**config.mk**
```make
export PLATFORM = sky130hd
export DESIGN_NAME = cipher_stream_ctrl
export DESIGN_NICKNAME = d
export VERILOG_FILES = /design/src/rtl/cipher_pkg.sv /design/src/rtl/encryption.sv /design/src/rtl/cipher_stream_ctrl.sv
export SDC_FILE = /design/constraint.sdc
export NUM_CORES = 1
export LEC_CHECK = 0
export CAP_MARGIN = 10
export CORE_MARGIN = 2
export CORE_UTILIZATION = 45
export DETAILED_ROUTE_END_ITERATION = 10
export PLACE_DENSITY = 0.73
export SETUP_SLACK_MARGIN = 0.05
export SLEW_MARGIN = 20
export SYNTH_ARGS = -nofsm -noshare
export SYNTH_HDL_FRONTEND = slang
export SYNTH_SLANG_ARGS = --single-unit
```
**constraint.sdc**
```tcl
create_clock -name clk -period 2.59 [get_ports clk]
set_clock_uncertainty 0.15 [all_clocks]
set_input_delay 0.6475 -clock clk [delete_from_list [all_inputs] [get_ports clk]]
set_output_delay 0.6475 -clock clk [all_outputs]
set_load 0.05 [all_outputs]
```
**src/rtl/cipher_pkg.sv**
```systemverilog
// cipher_pkg: shared states, constants and helpers for the cipher stream controller
package cipher_pkg;
  typedef logic [2:0] state_t;
  localparam state_t S_IDLE   = 3'd0;
  localparam state_t S_ACCEPT = 3'd1;
  localparam state_t S_CALC   = 3'd2;
  localparam state_t S_CAPT   = 3'd3;
  localparam state_t S_OUT    = 3'd4;
  localparam state_t S_DONE   = 3'd5;
  localparam logic [8:0] P_MOD       = 9'd227;
  localparam logic [7:0] NULL_CHAR   = 8'h00;
  localparam logic [7:0] LC_LO       = 8'h61;
  localparam logic [7:0] LC_HI       = 8'h7A;
  localparam logic [1:0] MODE_CIPHER = 2'b10;
  localparam logic [1:0] MODE_IDLE   = 2'b00;

  // Counter increment that sticks at 255 instead of wrapping
  function automatic logic [7:0] sat_inc(input logic [7:0] v);
    return v + {7'd0, v != 8'hFF};
  endfunction
endpackage

```
**src/rtl/encryption.sv**
```systemverilog
// encryption: registered per-character core, Char_ciphertext = (Plaintext - Public_key) mod 227 for 'a'..'z'
module encryption
  import cipher_pkg::*;
(
  input  logic       clk,
  input  logic       rst_n,
  input  logic [1:0] mode,
  input  logic [7:0] Plaintext,
  input  logic [7:0] Public_key,
  output logic [7:0] Char_ciphertext,
  output logic       C_ready
);
  logic [8:0] diff;
  logic [8:0] wrap;
  logic       valid;
  logic [7:0] ct_d, ct_q;
  logic       rdy_d, rdy_q;

  // Subtract in 9 bits; a borrow means the result is negative and must be folded back by the modulus
  always_comb begin
    diff  = {1'b0, Plaintext} - {1'b0, Public_key};
    wrap  = diff + P_MOD;
    valid = (Plaintext >= LC_LO) && (Plaintext <= LC_HI);
    ct_d  = (mode == MODE_CIPHER) ? (valid ? (diff[8] ? wrap[7:0] : diff[7:0]) : NULL_CHAR) : ct_q;
    rdy_d = (mode == MODE_CIPHER) ? valid : rdy_q;
  end

  // Result register, refreshed only while the controller requests a cipher
  always_ff @(posedge clk or negedge rst_n) begin
    if (!rst_n) begin
      ct_q  <= '0;
      rdy_q <= 1'b0;
    end else begin
      ct_q  <= ct_d;
      rdy_q <= rdy_d;
    end
  end

  assign Char_ciphertext = ct_q;
  assign C_ready         = rdy_q;
endmodule

```
**src/rtl/cipher_stream_ctrl.sv**
```systemverilog
// cipher_stream_ctrl: message-level FSM feeding one character at a time through the encryption core
module cipher_stream_ctrl
  import cipher_pkg::*;
#(
  parameter int MAX_LEN = 255
) (
  input  logic       clk,
  input  logic       rst_n,
  input  logic       start,
  input  logic       abort,
  input  logic [7:0] key,
  input  logic       in_valid,
  input  logic [7:0] in_char,
  output logic       in_ready,
  output logic       out_valid,
  output logic [7:0] out_char,
  output logic       out_err,
  input  logic       out_ready,
  output logic       busy,
  output logic       done,
  output logic       cfg_err,
  output logic       len_ovf,
  output logic [7:0] char_count,
  output logic [7:0] err_count
);
  localparam logic [7:0] MAX_L = 8'(MAX_LEN);

  state_t     state_d, state_q;
  logic [7:0] key_d, key_q, ch_d, ch_q, out_char_d, out_char_q;
  logic [7:0] char_count_d, char_count_q, err_count_d, err_count_q;
  logic       out_err_d, out_err_q, len_ovf_d, len_ovf_q, cfg_err_d, cfg_err_q;
  logic [7:0] core_ct;
  logic       core_rdy;
  logic [1:0] mode;

  assign mode = (state_q == S_CALC || state_q == S_CAPT) ? MODE_CIPHER : MODE_IDLE;

  encryption u_core (
    .clk             (clk),
    .rst_n           (rst_n),
    .mode            (mode),
    .Plaintext       (ch_q),
    .Public_key      (key_q),
    .Char_ciphertext (core_ct),
    .C_ready         (core_rdy)
  );

  // Next-state and datapath updates; abort overrides everything and freezes the counters
  always_comb begin
    state_d      = state_q;
    key_d        = key_q;
    ch_d         = ch_q;
    out_char_d   = out_char_q;
    out_err_d    = out_err_q;
    char_count_d = char_count_q;
    err_count_d  = err_count_q;
    len_ovf_d    = len_ovf_q;
    cfg_err_d    = 1'b0;
    if (abort && state_q != S_IDLE) state_d = S_IDLE;
    else case (state_q)
      S_IDLE: if (start) begin
        if (key != NULL_CHAR && {1'b0, key} < P_MOD) begin
          key_d        = key;
          char_count_d = '0;
          err_count_d  = '0;
          len_ovf_d    = 1'b0;
          state_d      = S_ACCEPT;
        end else cfg_err_d = 1'b1;
      end
      S_ACCEPT: if (in_valid) begin
        ch_d    = (in_char == NULL_CHAR) ? ch_q : in_char;
        state_d = (in_char == NULL_CHAR) ? S_DONE : S_CALC;
      end
      S_CALC: state_d = S_CAPT;
      S_CAPT: begin
        out_char_d   = core_ct;
        out_err_d    = !core_rdy;
        char_count_d = sat_inc(char_count_q);
        err_count_d  = core_rdy ? err_count_q : sat_inc(err_count_q);
        state_d      = S_OUT;
      end
      S_OUT: if (out_ready) begin
        len_ovf_d = len_ovf_q | (char_count_q == MAX_L);
        state_d   = (char_count_q == MAX_L) ? S_DONE : S_ACCEPT;
      end
      default: state_d = S_IDLE;
    endcase
  end

  // State and datapath registers, all cleared by the asynchronous reset
  always_ff @(posedge clk or negedge rst_n) begin
    if (!rst_n) begin
      state_q      <= S_IDLE;
      key_q        <= '0;
      ch_q         <= '0;
      out_char_q   <= '0;
      out_err_q    <= 1'b0;
      char_count_q <= '0;
      err_count_q  <= '0;
      len_ovf_q    <= 1'b0;
      cfg_err_q    <= 1'b0;
    end else begin
      state_q      <= state_d;
      key_q        <= key_d;
      ch_q         <= ch_d;
      out_char_q   <= out_char_d;
      out_err_q    <= out_err_d;
      char_count_q <= char_count_d;
      err_count_q  <= err_count_d;
      len_ovf_q    <= len_ovf_d;
      cfg_err_q    <= cfg_err_d;
    end
  end

  assign busy       = state_q != S_IDLE;
  assign in_ready   = state_q == S_ACCEPT;
  assign out_valid  = state_q == S_OUT;
  assign done       = state_q == S_DONE;
  assign out_char   = out_char_q;
  assign out_err    = out_err_q;
  assign cfg_err    = cfg_err_q;
  assign len_ovf    = len_ovf_q;
  assign char_count = char_count_q;
  assign err_count  = err_count_q;
endmodule

```
# [Yosys cells after proc, flatten, opt, wreduce, memory -nomap -nowiden]
# Cells that the tools add are included.
[op_classes] addsub=4 order_cmp=3 n_eq_ne=17 n_mux=24 n_bitwise=3 reduce_logical=18
[ops] cell="8-bit 2-to-1 mux" count=5
[ops] cell="8-bit one-hot mux with 2 select lines" count=2
[ops] cell="3-bit 2-to-1 mux" count=7
[ops] cell="8-bit by 1-bit adder with 8-bit output" count=2
[ops] cell="8-bit != test, second input constant" count=2
[ops] cell="4-bit AND reduction" count=4
[ops] cell="3-bit one-hot mux with 5 select lines" count=1
[ops] cell="5-bit AND reduction" count=2
[ops] cell="8-bit by 8-bit subtractor with 9-bit output" count=1
[ops] cell="8-bit adder, second input constant" count=1
[ops] cell="8-bit equality test, second input constant" count=1
[ops] cell="8-bit by 7-bit >= comparator with 1-bit output, second input constant" count=1
[ops] cell="8-bit by 7-bit <= comparator with 1-bit output, second input constant" count=1
[ops] cell="8-bit zero test" count=1
[ops] cell="8-bit < comparator, second input constant" count=1
[ops] cell="8-bit nonzero test" count=1
[ops] cell="1-bit 2-to-1 mux" count=7
[ops] cell="3-bit by 2-bit equality test with 1-bit output, second input constant" count=2
[ops] cell="3-bit equality test, second input constant" count=2
[ops] cell="2-bit != test, second input constant" count=3
[ops] cell="3-bit != test, second input constant" count=2
[ops] cell="2-bit nonzero test" count=2
[ops] cell="3-bit by 1-bit equality test with 1-bit output, second input constant" count=1
[ops] cell="1-bit logical AND" count=3
[ops] cell="13 further kinds" count=14
[word_totals] register_bits=55 in_bits=22 output_inout_bits=31 wordCells=80

# [Logic depth before layout (Yosys ltp)]
# Gate-level depths: netlist of the first run.
[depth] word_depth=6 mapped_depth=10 ltp_nobuf=10

# [By module]
# A second synthesis of the first run with hierarchy kept.
[unflattened] cells_unflattened=298 area_unflattened_um2=3151.8
[by_module_without_submodules] module="cipher_stream_ctrl" instances=1 cells_each=210 area_each_um2=2317.2 seq_area_each_um2=1151.1
[by_module_without_submodules] module="encryption" instances=1 cells_each=88 area_each_um2=834.6 seq_area_each_um2=225.2

# [Worst setup path before layout of the first run]
# Ideal clock, no wire load.
[synth_path] path_kind="reg2reg" start="register state_q[0]" end="register ch_q[2]" setup_ns=0.125 t_arrival_ns=2.535 required_ns=2.315 setup_slack_ns=-0.220 stages_incl_launch_ff=7 path_buffers=2 synth_period_minus_slack_ns=2.810 path_cell_list="dfrtp_1 > buf_6 > inv_1 > nor3_1 > and4b_1 > buf_4 > mux2_2"
[synth_between] word_cells_on_any_way=5 classes_between="eq/ne (1); bitwise (1); reduce/logical (3)"
[synth_rtl] item="from (decl)" line="cipher_stream_ctrl.sv:28" text="state_t state_d, state_q;"
[synth_rtl] item="from (signal assigned)" line="cipher_stream_ctrl.sv:103" text="state_q <= state_d;"
[synth_rtl] item="3-bit by 1-bit equality test with 1-bit output"
[synth_rtl] item="net in_ready" line="cipher_stream_ctrl.sv:14" text="output logic in_ready,"
[synth_rtl] item="4-bit AND reduction (no source line)"
[synth_rtl] item="to (signal assigned)" line="cipher_stream_ctrl.sv:105" text="ch_q <= ch_d;"
[synth_rtl] item="to (decl)" line="cipher_stream_ctrl.sv:29" text="logic [7:0] key_d, key_q, ch_d, ch_q, out_char_d, out_char_q;"
# The timed path passes the listed nets, and every way through them passes these cells.
# A chain may end at the register's enable or synchronous reset.

# [Worst setup path in the final report of the first run]
[layout_path] start="register key_q[0]" end="register u_core.ct_q[7], in the netlist u_core.Char_ciphertext[7]"
[layout_between] elab_chain_len=4
[layout_lines] item="from (decl)" line="cipher_stream_ctrl.sv:29"
[layout_lines] item="from (signal assigned)" line="cipher_stream_ctrl.sv:104" text="key_q <= key_d;"
[layout_lines] item="8-bit by 8-bit subtractor with 9-bit output *" line="encryption.sv:21" text="diff = {1'b0, Plaintext} - {1'b0, Public_key};"
[layout_lines] item="8-bit adder" line="encryption.sv:22" text="wrap = diff + P_MOD;"
[layout_lines] item="8-bit 2-to-1 mux * (2 in a row)" line="encryption.sv:24" text="ct_d = (mode == MODE_CIPHER) ? (valid ? (diff[8] ? wrap[7:0] : diff[7:0]) : NULL_CHAR) : ct_q;"
[layout_lines] item="to (signal assigned)" line="encryption.sv:34" text="ct_q <= ct_d;"
[layout_lines] item="to (decl)" line="encryption.sv:16" text="logic [7:0] ct_d, ct_q;"
# Every way passes the cells marked *; elsewhere a longest branch is shown, timed or not.

==> impl_metrics.tcl, run 1 <==
set metrics [dict create \
    period_share_pct 97.3 \
    hpwl_um 4760 \
    ys_types 54 \
    cp_num_buf_inv 0 \
    cap_violations 0 \
    cpPeakStageDelay_ns 0.41 \
    die_area_sq_um 7330 \
    io_buffers 52 \
    clkPwrFrac_pct 8.9 \
    worst-endpoint-required_ns 2.64 \
    ys_ff_latch 55 \
    post_dp_cell_area_sq_um 3760 \
    grt_pass1_vias 2351 \
    internal_power_mw 2.90 \
    cp-start-kind "register" \
    min_path_type "input pin to asynchronous set/reset pin" \
    tightest_slew_ns 0.691 \
    min_period_ns 2.52 \
    grt_overflow_total 0 \
    post-route-drc-count 0 \
    num-fill-cells 541 \
    grt_pass1_wl_um 10800 \
    setup_viol 0 \
    crit_path_max_fanout 2 \
    wl_per_cell_um 13.9 \
    worstRegToRegCells 9 \
    initial_core_util_pct 46.9 \
    critPathKind "register to register" \
    cp.arrival_ns 2.57 \
    synthToLayoutAreaGrowth_pct 30.5 \
    die_height_um 85.6 \
    pwr-share-seq_pct 25.7 \
    relSlewSlack_pct 54.0 \
    outcome "complete, no violations" \
    regArea_sq_um 1380 \
    dr_total_vias 2422 \
    netlist_area_sq_um 3000 \
    antenna_left 0 \
    synth-edff-count 0 \
    syn-num-nets 338 \
    ctsHoldBuffers 0 \
    fin_area_sq_um 3910 \
    vias_per_cell 5.31 \
    clkSinkCount 55 \
    fmax_mhz 397 \
    hold_viol_final 0 \
    grt_max_degree 56 \
    clkSlewWorstSetupHoldPaths_ns 0.10 \
    core_sq_um 6390 \
    cp_top_family "adder cells" \
    slew_violations 0 \
    io_pins 53 \
    ys_async_sr_fraction_pct 100 \
    whs_ns 0.295 \
    cts_tree "done" \
    worstPathCellList "ha_2 > fa_2 > nand2b_4 > a21oi_4 > a31oi_4 > xor2_2 > and4b_1 > xor3_1 > a22o_1" \
    switchingPower_mw 2.26 \
    p_leak_nw 1.76 \
    cts_buffer_depth 2 \
    die_width_um 85.6 \
    cts_root_buf "clkbuf_8" \
    syn_inst 302 \
    cp_slowest_cell "dfrtp_1" \
    multi_input_area_sq_um 1570 \
    final_cells 456 \
    htree_levels 2 \
    p_per_area_nw_per_um2 1320 \
    wl_um 6320 \
    avgSynthCellArea_sq_um 9.92 \
    comb_power_share_pct 65.4 \
    ys_seq_area_share_pct 45.9 \
    firstDrtPassIters 5 \
    endpoint_kind "register" \
    n_antenna_cell 0 \
    switching_share_pct 43.7 \
    vdd.ir_drop.worst_mv 0.650 \
    drive_above_1_share_pct 18.7 \
    rows 29 \
    track_usage_pct 18.5 \
    final_nets 414 \
    rsz0062_at_grt "true" \
    clk_latency_ns 0.31 \
    initialDrtViolationCount 135 \
    cp_num_cells 9 \
    dp_cells 446 \
    routabilityCongestion 0.884 \
    yosys_most_used_dff "dfrtp_1" \
    ys.warnings.count 0 \
    grt_antenna_before_repair 0 \
    cts_buffers 5 \
]
metrics by stage:
stage	total power, mW	TNS (ns)	util [%]	setup slack [ns]
detailed placement	4.47	-0.366	58.9	-0.0837
finish	5.16	0	61.2	0.0690
CTS	5.03	0	60.5	0.0540
global route	5.57	-0.0336	61.2	-0.0336
global placement	4.39	-0.118	58.9	-0.0615
floorplan	3.61	0	-	0.0831
cell usage after synthesis (all sizes together) (4+ instances only):
cell / instances / area (sq um)
nand3: 5 / 30.0
xnor2: 5 / 43.8
o21ai: 19 / 106
mux2: 7 / 78.8
dfrtp: 55 / 1380
nand2b: 4 / 25.0
nand4: 9 / 56.3
xor2: 14 / 123
nand3b: 4 / 33.8
clkbuf: 5 / 18.8
inv: 14 / 52.6
or3: 5 / 31.3
nand2: 51 / 191
nor3: 7 / 56.3
nor2: 22 / 90.1
ha: 13 / 163
a21oi: 12 / 75.1
a22o: 8 / 70.1
buf: 5 / 36.3
power by group through the flow:
stage / clock (mW) / combinational (mW) / sequential (mW)
floorplan: 0 / 2.06 / 1.54
global placement: 0 / 3.06 / 1.33
detailed placement: 0 / 3.12 / 1.35
CTS: 0.476 / 3.23 / 1.33
global route: 0.498 / 3.70 / 1.37
finish: 0.460 / 3.38 / 1.33
logic make-up (layout without fill, tap and decap cells):
family          Yosys count  after routing  share of synthesized area, %
xor+xnor                 20             20                          6.35
simple gates            126            126                          21.5
fa+ha+maj                14             14                          6.10
buf+inv                  24            101                          3.59
compound gates           55             55                          13.6
flops                    55             55                          45.9
mux                       8              8                          2.96
final timing paths:
| kind | endpoint | slack [ns] | start |
|---|---|---|---|
| worst max-delay path | u_core.Char_ciphertext[7] | 0.07 | key_q[0] |
| worst min-delay path | ch_q[1] | 0.29 | rst_n |
| worst max register to register | u_core.Char_ciphertext[7] | 0.07 | key_q[0] |
| worst min register to register | out_char[6] | 0.33 | out_char[6] |
| max in group asynchronous | u_core.Char_ciphertext[2] | 1.53 | rst_n |
| min in group clk | out_char[6] | 0.33 | out_char[6] |
area by class of cell:
type,instances,area share [%]
Clock buffer,5,1.76
Clock inverter,3,0.384
Inverter,14,1.34
Multi-Input combinational cell,223,40.1
Sequential cell,55,35.2
Tap cell,77,2.46
Timing Repair Buffer,79,18.8
registers in the layout, summed over array words and instances, names as in the netlist:
| register | flops |
|---|---|
| ch_q | 8 |
| char_count | 8 |
| err_count | 8 |
| key_q | 8 |
| out_char | 8 |
| u_core.Char_ciphertext | 8 |
| state_q | 3 |
| cfg_err | 1 |
| len_ovf | 1 |
| out_err | 1 |
| u_core.C_ready | 1 |
placed cells by master, fill, tap and decap left out, types with 7 or more instances in the layout:
master / Yosys / final
inv_1: 14 / 14
nand4_1: 9 / 9
nor2_1: 21 / 21
mux2_2: 7 / 7
dfrtp_1: 55 / 55
a22o_1: 8 / 8
clkdlybuf4s50_1: 0 / 47
a21oi_1: 10 / 10
o21ai_0: 17 / 17
nand2_1: 51 / 51
buf_4: 2 / 29
ha_1: 13 / 12
xor2_1: 14 / 12
worst register-to-register path: cells and delay by family (launching register included):
family	cells	cell delay, ns
compound gates	3	0.53
xor+xnor	2	0.39
fa+ha+maj	2	0.57
flops	1	0.41
simple gates	2	0.38
metal layers:
metal	GRT usage, %	wire [um]
met1	25.5	2980
met2	30.2	3050
met3	2.98	220
met4	5.34	76
met5	0	0
what timing repair did:
action                                  4_1_cts  5_1_grt
endpoints found under the setup margin        1        2
resized for setup                             3        6
hold endpoints to repair                      0        0
pin swaps                                     3        2
buffers inserted                              1        1
(Power assumes the default switching activity.)
==> run 2, diff against run 1 <==
CORE_MARGIN = default   (was 2)
==> run 2 against run 1 <==
Sequential power barely moved. Maximum frequency rose by 1.1%. Utilization up 0.25 points. Via count down 1.0%. Critical path depth unchanged. Die area down 4.6%. Cell count is the same. Final area up 0.42%. Combinational power is 2% lower. First-iteration DRC count down 9.6%. Hold slack got worse by 0.12 ns. Sequential share of layout area decreased by 0.15 points. Largest power group unchanged.
==> impl_metrics.tcl, run 2 (synthesis gave the netlist of run 1 again) <==
set metrics [dict create \
    routabilityCongestion 0.893 \
    die_height_um 83.6 \
    cp-start-kind "register" \
    post-route-drc-count 0 \
    r2r-start "key_q[0]" \
    initial_core_util_pct 46.9 \
    relSlewSlack_pct 58.9 \
    clkSinkCount 55 \
    num-fill-cells 551 \
    core_sq_um 6390 \
    grt_pass1_wl_um 10800 \
    outcome "complete, no violations" \
    rsz0062_at_grt "true" \
    period_share_pct 96.3 \
    final_nets 414 \
    cts_buffer_depth 2 \
    slew_violations 0 \
    die_width_um 83.6 \
    critPathKind "register to register" \
    cts_buffers 5 \
    n_antenna_cell 0 \
    worst-endpoint-required_ns 2.65 \
    p_per_area_nw_per_um2 1310 \
    drive_above_1_share_pct 17.7 \
    whs_ns 0.170 \
    cp_num_buf_inv 0 \
    final_cells 456 \
    min_path_type "input pin to asynchronous set/reset pin" \
    endpoint_kind "register" \
    initialDrtViolationCount 122 \
    min_period_ns 2.49 \
    critPathLaunch "key_q[0]" \
    rows 29 \
    io_pins 53 \
    vdd.ir_drop.worst_mv 0.666 \
    htree_levels 2 \
    cap_violations 0 \
    dp_cells 447 \
    worstPathCellList "ha_4 > fa_2 > nand2b_4 > a21oi_4 > a31oi_4 > xor2_2 > and4b_1 > xor3_1 > a22o_1" \
    power.total_mw 5.15 \
    clk_latency_ns 0.31 \
    die_area_sq_um 6990 \
    wl_per_cell_um 13.3 \
    setup_viol 0 \
    crit_path_max_fanout 2 \
    postLayoutCoreUtil_pct 61.5 \
    p_leak_nw 1.76 \
    dr_total_vias 2397 \
    fmax_mhz 401 \
    cts_tree "done" \
    vias_per_cell 5.26 \
    grt_antenna_before_repair 0 \
    hold_viol_final 0 \
    track_usage_pct 19.2 \
    grt_max_degree 28 \
    cp_slowest_cell "dfrtp_1" \
    firstDrtPassIters 4 \
    cp.arrival_ns 2.55 \
    wl_um 6080 \
    tightest_slew_ns 0.616 \
    antenna_left 0 \
    hpwl_um 4650 \
    cpPeakStageDelay_ns 0.43 \
    grt_overflow_total 0 \
    final_common_cell "dfrtp_1" \
    synthToLayoutAreaGrowth_pct 31.0 \
    cts_root_buf "clkbuf_8" \
    mostFrequentLayoutCells "dfrtp_1, nand2_1, clkdlybuf4s50_1, buf_4, nor2_1" \
    cp_top_family "adder cells" \
    grt_pass1_vias 2268 \
    clkSlewWorstSetupHoldPaths_ns 0.09 \
    io_buffers 52 \
]
==> run 2: changes by cell type in the layout (fill, tap and decap cells not counted), sizes merged <==
cell and delta:
clkbuf +3, clkinv -3
==> run 2: worst reg2reg max path: cells and delay by family (launching register included) <==
kind / cells / cell delay (ns)
adders and majority gates: 2 / 0.53
AOI/OAI and AO/OA: 3 / 0.52
DFF: 1 / 0.43
and+or+nand+nor: 2 / 0.38
xor gates and xnor gates: 2 / 0.38
==> run 2: final cells by class <==
class	count	area [sq um]	share of cell area, %
clock buffers	8	100	2.55
inverters	14	52.6	1.34
multi-input cells	223	1560	39.6
flip-flops and latches	55	1380	35.1
well taps	77	96.3	2.45
repair buffers	79	746	19.0
==> run 2: where the power goes <==
group | internal [mW] | total, mW | switching, mW
logic | 1.57 | 3.31 | 1.74
registers | 1.13 | 1.33 | 0.201
clock network | 0.245 | 0.515 | 0.271
total | 2.94 | 5.15 | 2.21
==> run 2: through the flow <==
step / worst slack (ns) / TNS [ns] / cell area (sq um)
after floorplan: 0.0831 / 0 / 3000
after global placement: -0.0357 / -0.0357 / 3780
after detailed placement: -0.0593 / -0.0892 / 3780
after CTS: 0.0683 / 0 / 3900
after global routing: -0.0298 / -0.0298 / 3930
final: 0.0971 / 0 / 3930
==> run 2: repair_timing <==
action / CTS / global route
hold buffers: 0 / 0
pin swaps: 3 / 3
resized for setup: 3 / 4
endpoints found under the setup margin: 1 / 2
buffers inserted: 1 / 0
==> run 2: routing by layer <==
layer  global-route usage, %  part of all wire [%]
met1                    26.5                    48
met2                    30.5                    46
met3                    3.46                   3.9
met4                    6.63                   1.4
met5                       0                     0
==> run 2: final timing paths <==
| path | to | slack [ns] | cells past startpoint |
|---|---|---|---|
| worst max-delay path | u_core.Char_ciphertext[7] | 0.1 | 9 |
| worst max register to register | u_core.Char_ciphertext[7] | 0.1 | 9 |
| worst min register to register | out_char[5] | 0.33 | 2 |
| max in group asynchronous | key_q[7] | 1.50 | 2 |
| worst min-delay path | char_count[4] | 0.17 | 1 |
| min in group clk | out_char[5] | 0.33 | 2 |
==> run 3, diff against run 2 <==
CORE_ASPECT_RATIO = 0.7   (was default)
==> run 3 against run 2 <==
Final area decreased by 0.61%. Via count decreased by 0.67%. Global-route usage increased by 0.96 points. First-iteration DRC count decreased by 14%. Maximum frequency increased by 0.73%. Combinational power decreased by 2%. Worst setup slack improved by 0.018 ns. Critical path type is now register to primary output.
==> impl_metrics.tcl, run 3 (synthesis gave the netlist of run 1 again) <==
set metrics [dict create \
    post_dp_cell_area_sq_um 3760 \
    p_leak_nw 1.74 \
    comb_power_share_pct 63.8 \
    wl_per_cell_um 13.4 \
    final_common_cell "dfrtp_1" \
    internal_power_mw 2.90 \
    synthToLayoutAreaGrowth_pct 30.2 \
    relSlewSlack_pct 54.0 \
    routabilityCongestion 0.856 \
    hpwl_um 5030 \
    cap_violations 0 \
    cp.arrival_ns 1.68 \
    cts_buffers 5 \
    n_antenna_cell 0 \
    outcome "complete, no violations" \
    vias_per_cell 5.09 \
    switchingPower_mw 2.21 \
    fin_area_sq_um 3900 \
    wl_um 6270 \
    clkSinkCount 55 \
    fmax_mhz 404 \
    p_per_area_nw_per_um2 1310 \
    power.total_mw 5.11 \
    clkSlewWorstSetupHoldPaths_ns 0.09 \
    worstPathCellList "inv_1 > nor3b_1 > buf_12" \
    grt_overflow_total 0 \
    tightest_slew_ns 0.688 \
    regToRegSetupSlack_ns 0.12 \
    mostFrequentLayoutCells "dfrtp_1, nand2_1, clkdlybuf4s50_1, buf_4, nor2_1" \
    endpoint_kind "primary output" \
    post-route-drc-count 0 \
    rows 24 \
    track_usage_pct 20.2 \
    cp-start-kind "register" \
    ctsHoldBuffers 0 \
    cp_slowest_cell "dfrtp_1" \
    grt_pass1_vias 2274 \
    cts_root_buf "clkbuf_8" \
    setup_viol 0 \
    clkPwrFrac_pct 10.1 \
    worst-endpoint-required_ns 1.79 \
    initialDrtViolationCount 105 \
    die_width_um 99.5 \
    cts_buffer_depth 2 \
    pwr-share-seq_pct 26.1 \
    grt_pass1_wl_um 11000 \
    core_sq_um 6340 \
    slew_violations 0 \
    drive_above_1_share_pct 17.2 \
    die_area_sq_um 6990 \
    vdd.ir_drop.worst_mv 0.541 \
    io_pins 53 \
    clk_latency_ns 0.31 \
    cpPeakStageDelay_ns 0.55 \
    period_share_pct 95.6 \
    crit_path_max_fanout 8 \
    grt_max_degree 27 \
    min_period_ns 2.47 \
    num-fill-cells 564 \
    antenna_left 0 \
    htree_levels 2 \
    critPathKind "register to primary output" \
    final_nets 412 \
    cts_tree "done" \
    rsz0062_at_grt "true" \
    grt_antenna_before_repair 0 \
    io_buffers 52 \
    min_path_type "input pin to asynchronous set/reset pin" \
    dr_total_vias 2381 \
    initial_core_util_pct 47.3 \
    hold_viol_final 0 \
    switching_share_pct 43.2 \
    die_height_um 70.3 \
    firstDrtPassIters 4 \
]
run 3: timing repair:
| item | 4_1_cts | 5_1_grt |
|---|---|---|
| pin swaps | 2 | 4 |
| endpoints found under the setup margin | 1 | 2 |
| gates resized for setup | 3 | 2 |
| buffers inserted | 1 | 1 |
| hold endpoints to repair | 0 | 0 |
run 3: metal layers:
metal	track usage, %	vias up	wire, um
met3	4.90	9	330
met2	28.9	62	2570
met1	30.3	1109	3310
met5	0	-	0
li1	-	1201	-
met4	5.39	0	67
run 3: worst paths after layout:
| path | from | end | cells past startpoint |
|---|---|---|---|
| worst max-delay path | state_q[0] | done | 3 |
| worst min-delay path | rst_n | out_char[1] | 1 |
| worst max register to register | key_q[0] | u_core.Char_ciphertext[7] | 9 |
| worst min register to register | out_char[0] | out_char[0] | 2 |
| max in group asynchronous | rst_n | state_q[1] | 2 |
| min in group clk | out_char[0] | out_char[0] | 2 |
run 3: critical path, delay by kind of cell (launching register included):
kind,cells,cell delay [ns]
buf+inv,2,0.40
flops,1,0.55
simple gates,1,0.41
run 3: per-stage QoR:
step / worst slack [ns] / TNS [ns] / utilization, % / instances / hold WS, ns
final: 0.115 / 0 / 61.6 / 468 / 0.183
after global routing: -0.0121 / -0.0121 / 61.6 / 468 / 0.222
after CTS: 0.0677 / 0 / 61.4 / 467 / 0.194
after detailed placement: -0.118 / -0.502 / 59.4 / 458 / 0.312
after global placement: -0.0552 / -0.203 / 59.4 / 458 / 0.307
after floorplan: 0.0831 / 0 / - / 302 / 0.202
run 3: area by class of cell:
type,instances,area (sq um),area share [%]
multi-input combinational,223,1540,39.4
sequential,55,1380,35.3
timing repair buffer,77,718,18.4
tap,91,114,2.92
clock buffer,7,96.3,2.47
inverter,14,52.6,1.35
clock inverter,1,7.51,0.192
run 3: power by group through the flow:
stage | Combinational (mW) | Sequential (mW) | Clock, mW
3_3_place_gp | 3.08 | 1.34 | 0
4_1_cts | 3.25 | 1.33 | 0.530
6_report | 3.26 | 1.33 | 0.513
5_1_grt | 3.60 | 1.37 | 0.561
2_1_floorplan | 2.06 | 1.54 | 0
3_5_place_dp | 3.15 | 1.35 | 0
